--- config.mk ---
export PLATFORM = sky130hd
export DESIGN_NAME = fifo_uart_tx_flat
export DESIGN_NICKNAME = d
export VERILOG_FILES = /design/src/rtl/fifo_uart_tx_if.sv /design/src/rtl/fifo_uart_tx.sv /design/src/flat_wrapper.sv
export SDC_FILE = /design/constraint.sdc
export NUM_CORES = 1
export LEC_CHECK = 0
export BUFFER_PORTS_ARGS = -buffer_cell sky130_fd_sc_hd__buf_2
export CAP_MARGIN = 40
export CORE_ASPECT_RATIO = 1.1
export CORE_UTILIZATION = 60
export CTS_BUF_LIST = sky130_fd_sc_hd__clkbuf_8
export DETAILED_ROUTE_END_ITERATION = 8
export PLACE_DENSITY_LB_ADDON = 0.1
export RECOVER_POWER = 50
export SLEW_MARGIN = 40
export SYNTH_ARGS = -nofsm -noshare
export SYNTH_HDL_FRONTEND = slang
export SYNTH_SLANG_ARGS = --single-unit
--- constraint.sdc ---
create_clock -name clk -period 2.4 [get_ports clk]
set_input_delay 0.48 -clock clk [delete_from_list [all_inputs] [get_ports clk]]
set_output_delay 0.48 -clock clk [all_outputs]
set_load 0.05 [all_outputs]
--- src/rtl/fifo_uart_tx_if.sv ---
// FIFO-read and serial-line signals of the UART transmitter.
// The master modport is the transmitter; the slave side is the FIFO, tick source and line.
interface fifo_uart_tx_if #(
   parameter int DBIT = 8
);
   logic            s_tick;
   logic            fifo_empty;
   logic [DBIT-1:0] fifo_rdata;
   logic            fifo_rd;
   logic            tx;
   logic            tx_busy;
   logic            tx_done_tick;

   modport master (
      input  s_tick, fifo_empty, fifo_rdata,
      output fifo_rd, tx, tx_busy, tx_done_tick
   );

   modport slave (
      output s_tick, fifo_empty, fifo_rdata,
      input  fifo_rd, tx, tx_busy, tx_done_tick
   );
endinterface

--- src/rtl/fifo_uart_tx.sv ---
// UART transmitter draining a first-word-fall-through FIFO: start bit, DBIT data bits
// LSB first, then a stop period of SB_TICK oversampling ticks.
module fifo_uart_tx #(
   parameter int DBIT    = 8,
   parameter int SB_TICK = 16
) (
   input  logic           clk,
   input  logic           reset,
   fifo_uart_tx_if.master bus
);
   localparam int SW = (SB_TICK > 16) ? $clog2(SB_TICK) : 4;
   localparam int NW = (DBIT > 1) ? $clog2(DBIT) : 1;

   localparam logic [SW-1:0] S_LAST    = SW'(15);
   localparam logic [SW-1:0] STOP_LAST = SW'(SB_TICK - 1);
   localparam logic [NW-1:0] N_LAST    = NW'(DBIT - 1);

   typedef enum logic [1:0] {IDLE, START, DATA, STOP} state_t;

   state_t          state, state_n;
   logic [SW-1:0]   s_cnt, s_cnt_n;
   logic [NW-1:0]   n_cnt, n_cnt_n;
   logic [DBIT-1:0] b_reg, b_reg_n;
   logic            tx_reg, tx_n;
   logic            pop, done;

   always_ff @(posedge clk) begin
      if (!reset) begin
         state  <= IDLE;
         s_cnt  <= '0;
         n_cnt  <= '0;
         b_reg  <= '0;
         tx_reg <= 1'b1;
      end else begin
         state  <= state_n;
         s_cnt  <= s_cnt_n;
         n_cnt  <= n_cnt_n;
         b_reg  <= b_reg_n;
         tx_reg <= tx_n;
      end
   end

   // tx_n is the line level for the current state; registering it gives a
   // glitch-free pin that trails each state/bit transition by one clk.
   always_comb begin
      state_n = state;
      s_cnt_n = s_cnt;
      n_cnt_n = n_cnt;
      b_reg_n = b_reg;
      tx_n    = 1'b1;
      pop     = 1'b0;
      done    = 1'b0;
      case (state)
         IDLE: begin
            // s_tick is deliberately ignored here so START always spans 16 full ticks
            if (!bus.fifo_empty) begin
               pop     = 1'b1;
               b_reg_n = bus.fifo_rdata;
               s_cnt_n = '0;
               state_n = START;
            end
         end
         START: begin
            tx_n = 1'b0;
            if (bus.s_tick) begin
               if (s_cnt == S_LAST) begin
                  s_cnt_n = '0;
                  n_cnt_n = '0;
                  state_n = DATA;
               end else begin
                  s_cnt_n = s_cnt + 1'b1;
               end
            end
         end
         DATA: begin
            tx_n = b_reg[0];
            if (bus.s_tick) begin
               if (s_cnt == S_LAST) begin
                  s_cnt_n = '0;
                  b_reg_n = b_reg >> 1;
                  if (n_cnt == N_LAST) state_n = STOP;
                  else                 n_cnt_n = n_cnt + 1'b1;
               end else begin
                  s_cnt_n = s_cnt + 1'b1;
               end
            end
         end
         STOP: begin
            if (bus.s_tick) begin
               if (s_cnt == STOP_LAST) begin
                  done    = 1'b1;
                  state_n = IDLE;
               end else begin
                  s_cnt_n = s_cnt + 1'b1;
               end
            end
         end
         default: state_n = IDLE;
      endcase
   end

   // Strobes are masked by reset so a reset cycle can neither pop nor complete a frame.
   assign bus.fifo_rd      = pop & reset;
   assign bus.tx_done_tick = done & reset;
   assign bus.tx_busy      = (state != IDLE);
   assign bus.tx           = tx_reg;
endmodule

--- src/flat_wrapper.sv ---
// flat-port wrapper written by rule: the top's interface ports become plain ports
module fifo_uart_tx_flat 
#(
   parameter int DBIT    = 8,
   parameter int SB_TICK = 16
)
  (clk, reset, bus_s_tick, bus_fifo_empty, bus_fifo_rdata, bus_fifo_rd, bus_tx, bus_tx_busy, bus_tx_done_tick);
  fifo_uart_tx_if #(.DBIT(DBIT)) bus_i ();
  input  logic clk;
  input  logic reset;
  input wire logic [$bits(bus_i.s_tick)-1:0] bus_s_tick;
  input wire logic [$bits(bus_i.fifo_empty)-1:0] bus_fifo_empty;
  input wire logic [$bits(bus_i.fifo_rdata)-1:0] bus_fifo_rdata;
  output wire logic [$bits(bus_i.fifo_rd)-1:0] bus_fifo_rd;
  output wire logic [$bits(bus_i.tx)-1:0] bus_tx;
  output wire logic [$bits(bus_i.tx_busy)-1:0] bus_tx_busy;
  output wire logic [$bits(bus_i.tx_done_tick)-1:0] bus_tx_done_tick;
  assign bus_i.s_tick = bus_s_tick;
  assign bus_i.fifo_empty = bus_fifo_empty;
  assign bus_i.fifo_rdata = bus_fifo_rdata;
  assign bus_fifo_rd = bus_i.fifo_rd;
  assign bus_tx = bus_i.tx;
  assign bus_tx_busy = bus_i.tx_busy;
  assign bus_tx_done_tick = bus_i.tx_done_tick;
  fifo_uart_tx #(.DBIT(DBIT), .SB_TICK(SB_TICK)) u_core (.clk(clk), .reset(reset), .bus(bus_i));
endmodule
==> results of run 1 <==
## worst min-delay path, delay by kind of cell, from the launching register on
kind / cells / cell delay (ps)
AOI/OAI and AO/OA: 1 / 60
DFF: 1 / 310
and+or+nand+nor: 1 / 50
## logic make-up after synthesis
family                     after synthesis  share of synthesized area
and+or+nand+nor                         39                     0.1974
AOI/OAI and AO/OA                       25                     0.2143
DFF                                     18                     0.3487
buffers and inverters                   10                    0.04601
muxes                                   10                    0.09686
adders and majority gates                8                    0.09686
## cells in the final DEF (no fill, tap or decap), drive strengths merged, types with 2 or more instances in the layout
master,n
dfxtp,18
nand2,15
buf,15
mux2i,10
o211a,8
ha,8
nor2,7
clkbuf,6
inv,5
a21boi,5
nand3,4
nand2b,3
o21ai,3
nand3b,2
nor2b,2
nand4,2
a211oi,2
## cells in the mapped netlist, drive strengths merged
cell type,count,area share
a21boi,5,0.036
a21bo,1,0.0097
a311oi,1,0.0085
inv,5,0.018
o21ai,3,0.015
a31oi,1,0.0061
nor2,7,0.025
o211ai,1,0.0073
ha,8,0.097
nand4,2,0.027
buf,3,0.021
o21bai,1,0.0073
dfxtp,18,0.35
nor3b,1,0.0073
clkbuf,2,0.0073
o211a,8,0.077
nand3,4,0.019
nand3b,2,0.015
or4,1,0.0073
nor2b,2,0.012
a211oi,2,0.031
o2bb2ai,1,0.0085
nand2b,3,0.018
nand2,15,0.054
nor4,1,0.0061
a22oi,1,0.0073
mux2i,10,0.097
and2,1,0.0061
## final cells by class
| type | count | area [um2] |
|---|---|---|
| Multi-Input combinational cell | 82 | 625.6 |
| Tap cell | 17 | 21.27 |
| Inverter | 5 | 18.77 |
| Sequential cell | 18 | 360.3 |
| Timing Repair Buffer | 17 | 87.58 |
| Clock buffer | 4 | 55.05 |
| Fill cell | 135 | 426.7 |
## path summary, 6_finish.rpt
| check | endpoint | slack, ps | depth (start not counted) |
|---|---|---|---|
| max | bus_tx_busy | 330 | 4 |
| min | u_core.b_reg[7] | 470 | 2 |
| max reg2reg | u_core.n_cnt[1] | 420 | 7 |
| min reg2reg | u_core.b_reg[7] | 470 | 2 |
## per-layer routing
layer  global-route usage  share of wire  vias to the layer above
li1                     -              -                      428
met1               0.2826           0.46                      384
met2               0.3906           0.50                       12
met3              0.03571          0.024                        4
met4              0.09677          0.013                        0
met5                    0              0                        -
## report_power, final
part | total (W) | leakage [nW] | internal [W] | switching [W]
Combinational | 0.000686 | 0.369 | 0.000259 | 0.000427
Clock | 0.000248 | 0.0288 | 0.000146 | 0.000102
Sequential | 0.000423 | 0.147 | 0.000374 | 0.0000490
## stage by stage
stage,hold WS (ps),area (um2),instances
6_report,468.5,1169,143
5_1_grt,488.6,1169,143
4_1_cts,466.8,1176,143
3_5_place_dp,457.4,1121,139
3_3_place_gp,452.7,1121,139
2_1_floorplan,435.6,1039,110
==> flow_summary.toml, run 1 <==
[placement]
post-place-ws_ps = 575.5
port-buffer-count = 15
gp_congestion = 0.7988
hpwl_mm = 1.417

[min_path]
hp-start = "u_core.b_reg[7]"
hold_class = "flop to flop"

[flow_run]
cap_viol_max_count = 0

[sta]
slew_viol_final = 0
hold_violations = 0
fmaxAchievable_mhz = 483.6
tns_ps = 0
skew_ps = 1.046
setup_violations = 0
maxSlewHeadroom = 0.6061
fin_crit_ps = 2068
post-route-period-util = 0.8617
rsz0062_at_grt = "false"
fin_ws_ps = 332.0
max_slew.worst_pin.slew_ps = 593.4

[worst_setup_path]
cpMostUsedCell = "inv_1"
critPathBufInv = 3
crit_slowest_cell = "clkbuf_1"
cp_max_fo = 5
startpoint = "u_core.state[0]"
cp.required_ps = 1920
cp-start-kind = "flop"
cp.arrival_ps = 1590
crit_type = "flop to output pin"
cp_top_family = "buffers and inverters"
critPathMaxStageDelay_ps = 470
crit_chain = "inv_1 -> ha_1 -> inv_1 -> clkbuf_1"
crit-reg2reg-launch = "u_core.state[0]"
end_kind = "output pin"

[floorplanning]
ios = 16
initial_core_util = 0.6478
die-area_um2 = 1893
rows = 15
die_h_um = 45.53
die_w_um = 41.57
design.core.area_um2 = 1595

[pwr]
leakage_nw = 0.5448
ir_drop_v = 0.0007579
power.density_nw_per_um2 = 1162
p_total_w = 0.001358

[drt]
dr.pass1.iters = 3
drc = 0
vias = 828
drtIter0Drc = 4
wirelength_mm = 1.980
wire_per_inst_um = 13.85
viasPerCell = 5.790
drtAntennaViolNets = 0

[synth]
avgSynthCellArea_um2 = 9.395
syn_inst = 110
synth-seq-cells = 18
synth_cell_types = 31
syn_area_um2 = 1033
syn-num-nets = 130
yosysWarnings = 0
synth-seq-area-share = 0.3487

[clock_tree]
postCtsHoldBufs = 0
insertion_delay_ps = 250
post_cts_resized = 0
ctsRootBufferMaster = "clkbuf_8"
cts_sinks = 18
cts_tree = "done"
post_cts.repair.setup_buffers = 0
htreeDepth = 1
cts-buffers-inserted = 3
clk_pin_slew_worst_paths_ps = 70
clock_path_buffers = 2

[grt]
grt_first_pass_wirelength_mm = 3.277
grt_max_degree = 21
grtUsageTotal = 0.2258
grt_pass1_vias = 771
grt_antenna_before_repair = 0
grt_overflow = 0

[finish]
largest_reg_flops = 8
num_antenna_cells = 0
areaGrowthSynthToFinish_pct = 13.08
nNetsFinal = 147
drive_gt1_frac = 0.1825
final_core_util = 0.7325

[run_status]
outcome = "finished, final reports clean"
(Power assumes the default switching activity.)
==> inputs of run 2 (changes only) <==
--- a/config.mk
+++ b/config.mk
@@ -8,8 +8,8 @@
 export BUFFER_PORTS_ARGS = -buffer_cell sky130_fd_sc_hd__buf_2
 export CAP_MARGIN = 40
 export CORE_ASPECT_RATIO = 1.1
-export CORE_UTILIZATION = 60
-export CTS_BUF_LIST = sky130_fd_sc_hd__clkbuf_8
+export CORE_UTILIZATION = 59
+export CTS_BUF_LIST = sky130_fd_sc_hd__clkbuf_4 sky130_fd_sc_hd__clkbuf_8 sky130_fd_sc_hd__clkbuf_16
 export DETAILED_ROUTE_END_ITERATION = 8
 export PLACE_DENSITY_LB_ADDON = 0.1
 export RECOVER_POWER = 50
==> run 2 against run 1 <==
  * Global-route usage shrank 0.16 points
  * Utilization shrank 1.6 points
  * Setup slack lost 8.3 ps
  * Sequential share of layout area grew 0.67 points
  * Total power shrank 6.0%
  * First-iteration DRC count grew to 4.8 times the previous value
  * Combinational power shrank 2%
  * Critical path depth grew 2
==> flow_summary.toml, run 2 (synthesis gave the netlist of run 1 again) <==
[finish]
final_cell_area_um2 = 1144
multiInputGateArea_um2 = 618.1
seqCellArea_um2 = 360.3
final_cell_mix = "dfxtp_1, nand2_1, buf_2"
drive_gt1_frac = 0.1905
largest_reg_flops = 8
final_common_cell = "dfxtp_1"
final_core_util = 0.7169
fillCellCount = 145
areaGrowthSynthToFinish_pct = 10.65
num_antenna_cells = 0
nNetsFinal = 147

[sta]
rsz0062_at_grt = "false"
max_slew.worst_pin.slew_ps = 836.4
slew_viol_final = 0
skew_ps = 4.857
tns_ps = 0
hold_violations = 0
fin_ws_ps = 323.7
setup_violations = 0
post-route-period-util = 0.8651
fin_crit_ps = 2076
maxSlewHeadroom = 0.4414
hold_ws_ps = 437.2
fmaxAchievable_mhz = 481.6

[floorplanning]
die_w_um = 41.91
design.core.area_um2 = 1595
ios = 16
die_h_um = 45.90
initial_core_util = 0.6478
rows = 15
die-area_um2 = 1923

[grt]
grt_antenna_before_repair = 0
grt_first_pass_wirelength_mm = 3.256
grt_pass1_vias = 789
grt_max_degree = 21
grt_overflow = 0
grtUsageTotal = 0.2242

[clock_tree]
postCtsHoldBufs = 0
insertion_delay_ps = 290
ctsRootBufferMaster = "clkbuf_4"
htreeDepth = 1
cts_tree = "done"
post_cts.repair.setup_buffers = 0
clock_path_buffers = 2
post_cts_resized = 0
clk_pin_slew_worst_paths_ps = 110
cts_sinks = 18
cts-buffers-inserted = 3

[placement]
port-buffer-count = 15
post-place-ws_ps = 542.1
hpwl_mm = 1.447
gp_congestion = 0.7987
dpl_cell_area_um2 = 1121

[min_path]
min_to = "u_core.b_reg[7]"
hold_class = "input port to flop"
holdPathStages = 3
hp-start = "bus_fifo_rdata[7]"

[worst_setup_path]
end_kind = "flop"
cp-start-kind = "flop"
r2r_end = "u_core.b_reg[2]"
cp_max_fo = 15
worstRegToRegCells = 6
crit-reg2reg-launch = "u_core.state[0]"
crit_type = "flop to flop"
cp.required_ps = 2590
cp.arrival_ps = 2270
rrSetupSlack_ps = 320

[drt]
dr.pass1.iters = 4
drtIter0Drc = 19
wirelength_mm = 1.918
viasPerCell = 5.881
wire_per_inst_um = 13.41
drtAntennaViolNets = 0
drc = 0
vias = 841

[pwr]
swShare = 0.4359
power.density_nw_per_um2 = 1116
switchingPower_w = 0.0005561
pwr-share-clk = 0.147
leakage_nw = 0.5386
ir_drop_v = 0.0008538
seq_power_share = 0.328
cellInternalPower_w = 0.0007197
power_frac_comb = 0.525

[run_status]
outcome = "finished, final reports clean"

[flow_run]
cap_viol_max_count = 0
-- run 2: worst max-delay path, cell delays in order, from the launching register on --
cell and delay [ps]:
dfxtp_1 390, inv_1 100, ha_1 270, and2_0 190
a211oi_2 710, nand2_1 140, o211a_1 170
-- run 2: per-stage QoR --
stage,total power [W],cells
floorplan,0.001005,110
global placement,0.001082,139
detailed placement,0.001118,139
CTS,0.001306,143
global route,0.001364,143
finish,0.001276,143
-- run 2: worst max-delay path by stage --
stage                          from               to  slack, ps  depth (start not counted)
CTS                 u_core.state[0]      bus_fifo_rd        320                          5
finish              u_core.state[0]  u_core.b_reg[2]        320                          6
detailed placement  u_core.state[0]  u_core.b_reg[2]        540                          6
global placement    u_core.s_cnt[0]  u_core.b_reg[4]        670                          5
global route        u_core.state[0]  u_core.b_reg[3]        150                          6
floorplan           u_core.state[0]      bus_fifo_rd        290                          4
-- run 2: cell type report --
type	instances	area share
inverter	5	0.01641
timing repair buffer	17	0.07768
sequential	18	0.3151
multi-input combinational	82	0.5405
clock buffer	4	0.03173
tap	17	0.01860
-- run 2: routing by layer --
layer | vias up | global-route usage | part of all wire
met2 | 17 | 0.4000 | 0.50
met3 | 2 | 0.06349 | 0.040
met1 | 397 | 0.2676 | 0.46
li1 | 425 | - | -
met4 | 0 | 0.05806 | 0.0063
met5 | - | 0 | 0
-- run 2: power by group through the flow --
| stage | sequential, W | combinational [W] | clock [W] |
|---|---|---|---|
| 4_1_cts | 0.000420 | 0.000696 | 0.000191 |
| 3_3_place_gp | 0.000420 | 0.000662 | 0 |
| 2_1_floorplan | 0.000437 | 0.000568 | 0 |
| 3_5_place_dp | 0.000426 | 0.000692 | 0 |
| 5_1_grt | 0.000428 | 0.000733 | 0.000203 |
| 6_report | 0.000419 | 0.000670 | 0.000187 |
==> inputs of run 3 (changes only) <==
--- a/config.mk
+++ b/config.mk
@@ -8,6 +8,7 @@
 export BUFFER_PORTS_ARGS = -buffer_cell sky130_fd_sc_hd__buf_2
 export CAP_MARGIN = 40
 export CORE_ASPECT_RATIO = 1.1
+export CORE_MARGIN = 4
 export CORE_UTILIZATION = 59
 export CTS_BUF_LIST = sky130_fd_sc_hd__clkbuf_4 sky130_fd_sc_hd__clkbuf_8 sky130_fd_sc_hd__clkbuf_16
 export DETAILED_ROUTE_END_ITERATION = 8
==> run 3 against run 2 <==
  * Sequential share of layout area rose by 0.28 points
  * Utilization shrank 1.5 points
  * Clock-buffer cell count fell by 1
  * Non-clock buffer count did not move
  * First-iteration DRC count decreased by 58%
  * Maximum frequency down 0.75%
  * Combinational power grew 2%
  * Total power down 2.4%
  * Die area is 29% higher
  * Design area down 0.88%
  * Worst hold slack worse by 12 ps
  * Critical endpoint is now bus_fifo_rd
==> flow_summary.toml, run 3 (synthesis gave the netlist of run 1 again) <==
[drt]
wirelength_mm = 1.951
drtAntennaViolNets = 0
drc = 0
wire_per_inst_um = 13.74
viasPerCell = 5.923
dr.pass1.iters = 4
drtIter0Drc = 8
vias = 841

[run_status]
outcome = "finished, final reports clean"

[worst_setup_path]
cp_max_fo = 5
end_kind = "output pin"
crit_type = "flop to output pin"
cp.arrival_ps = 1610
cp.required_ps = 1920
cp-start-kind = "flop"
rrSetupSlack_ps = 460

[finish]
nNetsFinal = 147
final_core_util = 0.7023
largest_reg_flops = 8
drive_gt1_frac = 0.1760
final_common_cell = "dfxtp_1"
final_cell_area_um2 = 1134
final_cell_mix = "dfxtp_1, nand2_1, buf_2"
areaGrowthSynthToFinish_pct = 9.686
fillCellCount = 146
num_antenna_cells = 0

[clock_tree]
cts_sinks = 18
cts_tree = "done"
clock_path_buffers = 2
post_cts_resized = 0
ctsRootBufferMaster = "clkbuf_4"
clk_pin_slew_worst_paths_ps = 100
cts-buffers-inserted = 3
htreeDepth = 1
postCtsHoldBufs = 0
insertion_delay_ps = 300
post_cts.repair.setup_buffers = 0

[sta]
fin_crit_ps = 2092
hold_ws_ps = 425.2
post-route-period-util = 0.8716
hold_violations = 0
slew_viol_final = 0
fin_ws_ps = 308.1
skew_ps = 7.369
tns_ps = 0
maxSlewHeadroom = 0.5965
setup_violations = 0
rsz0062_at_grt = "false"
fmaxAchievable_mhz = 478.0
max_slew.worst_pin.slew_ps = 601.6

[floorplanning]
ios = 16
rows = 15
die_h_um = 51.90
design.core.area_um2 = 1614
die_w_um = 47.91
die-area_um2 = 2486
initial_core_util = 0.6403

[flow_run]
cap_viol_max_count = 0

[grt]
grt_max_degree = 20
grtUsageTotal = 0.1992
grt_first_pass_wirelength_mm = 3.505
grt_overflow = 0
grt_pass1_vias = 875
grt_antenna_before_repair = 0

[min_path]
hold_class = "input port to flop"

[pwr]
pwr-share-clk = 0.118
seq_power_share = 0.335
ir_drop_v = 0.0006806
power_frac_comb = 0.547
leakage_nw = 0.5290
switchingPower_w = 0.0005546
cellInternalPower_w = 0.0006900
swShare = 0.4456
power.density_nw_per_um2 = 1098

[placement]
dpl_cell_area_um2 = 1121
hpwl_mm = 1.482
gp_congestion = 0.7827
post-place-ws_ps = 476.0
port-buffer-count = 15
run 3: cell count changes in the layout (fill, tap and decap cells not counted):
| cell | previous run | this run |
|---|---|---|
| clkbuf_8 | 1 | 0 |
| buf_4 | 2 | 1 |
| a211oi_4 | 0 | 1 |
| a211oi_2 | 1 | 0 |
| clkbuf_1 | 1 | 2 |
run 3: path summary, 6_finish.rpt:
kind	to	from	cells past startpoint
min reg2reg	u_core.bus.tx	u_core.b_reg[0]	2
min	u_core.b_reg[7]	bus_fifo_rdata[7]	3
max reg2reg	u_core.b_reg[5]	u_core.state[0]	6
max	bus_fifo_rd	u_core.state[1]	5
run 3: area by class of cell:
cell class	count	area, um2	share of cell area
multi-input cells	82	625.6	0.5519
flip-flops and latches	18	360.3	0.3179
repair buffers	17	85.08	0.07506
clock buffers	3	22.52	0.01987
well taps	17	21.27	0.01876
inverters	5	18.77	0.01656
run 3: power by group through the flow:
stage / Combinational, W / Clock [W] / Sequential, W
after CTS: 0.000695 / 0.000154 / 0.000417
after floorplan: 0.000568 / 0 / 0.000437
after global placement: 0.000662 / 0 / 0.000420
after global routing: 0.000759 / 0.000166 / 0.000429
final: 0.000681 / 0.000147 / 0.000417
after detailed placement: 0.000693 / 0 / 0.000423
run 3: per-stage QoR:
stage	total power (W)	instances
after floorplan	0.001005	110
after global placement	0.001083	139
after detailed placement	0.001116	139
after CTS	0.001266	142
after global routing	0.001353	142
final	0.001245	142
run 3: worst max-delay path: stages, from the launching register on:
cell	delay (ps)
dfxtp_1	350
inv_1	110
ha_1	260
inv_1	90
nor3b_2	200
buf_2	290
run 3: routing by layer:
| layer | wire, um | vias up | global-route usage |
|---|---|---|---|
| met2 | 874 | 20 | 0.3018 |
| met1 | 923 | 388 | 0.2404 |
| met3 | 94 | 8 | 0.04152 |
| li1 | - | 425 | - |
| met5 | 0 | - | 0 |
| met4 | 59 | 0 | 0.1390 |
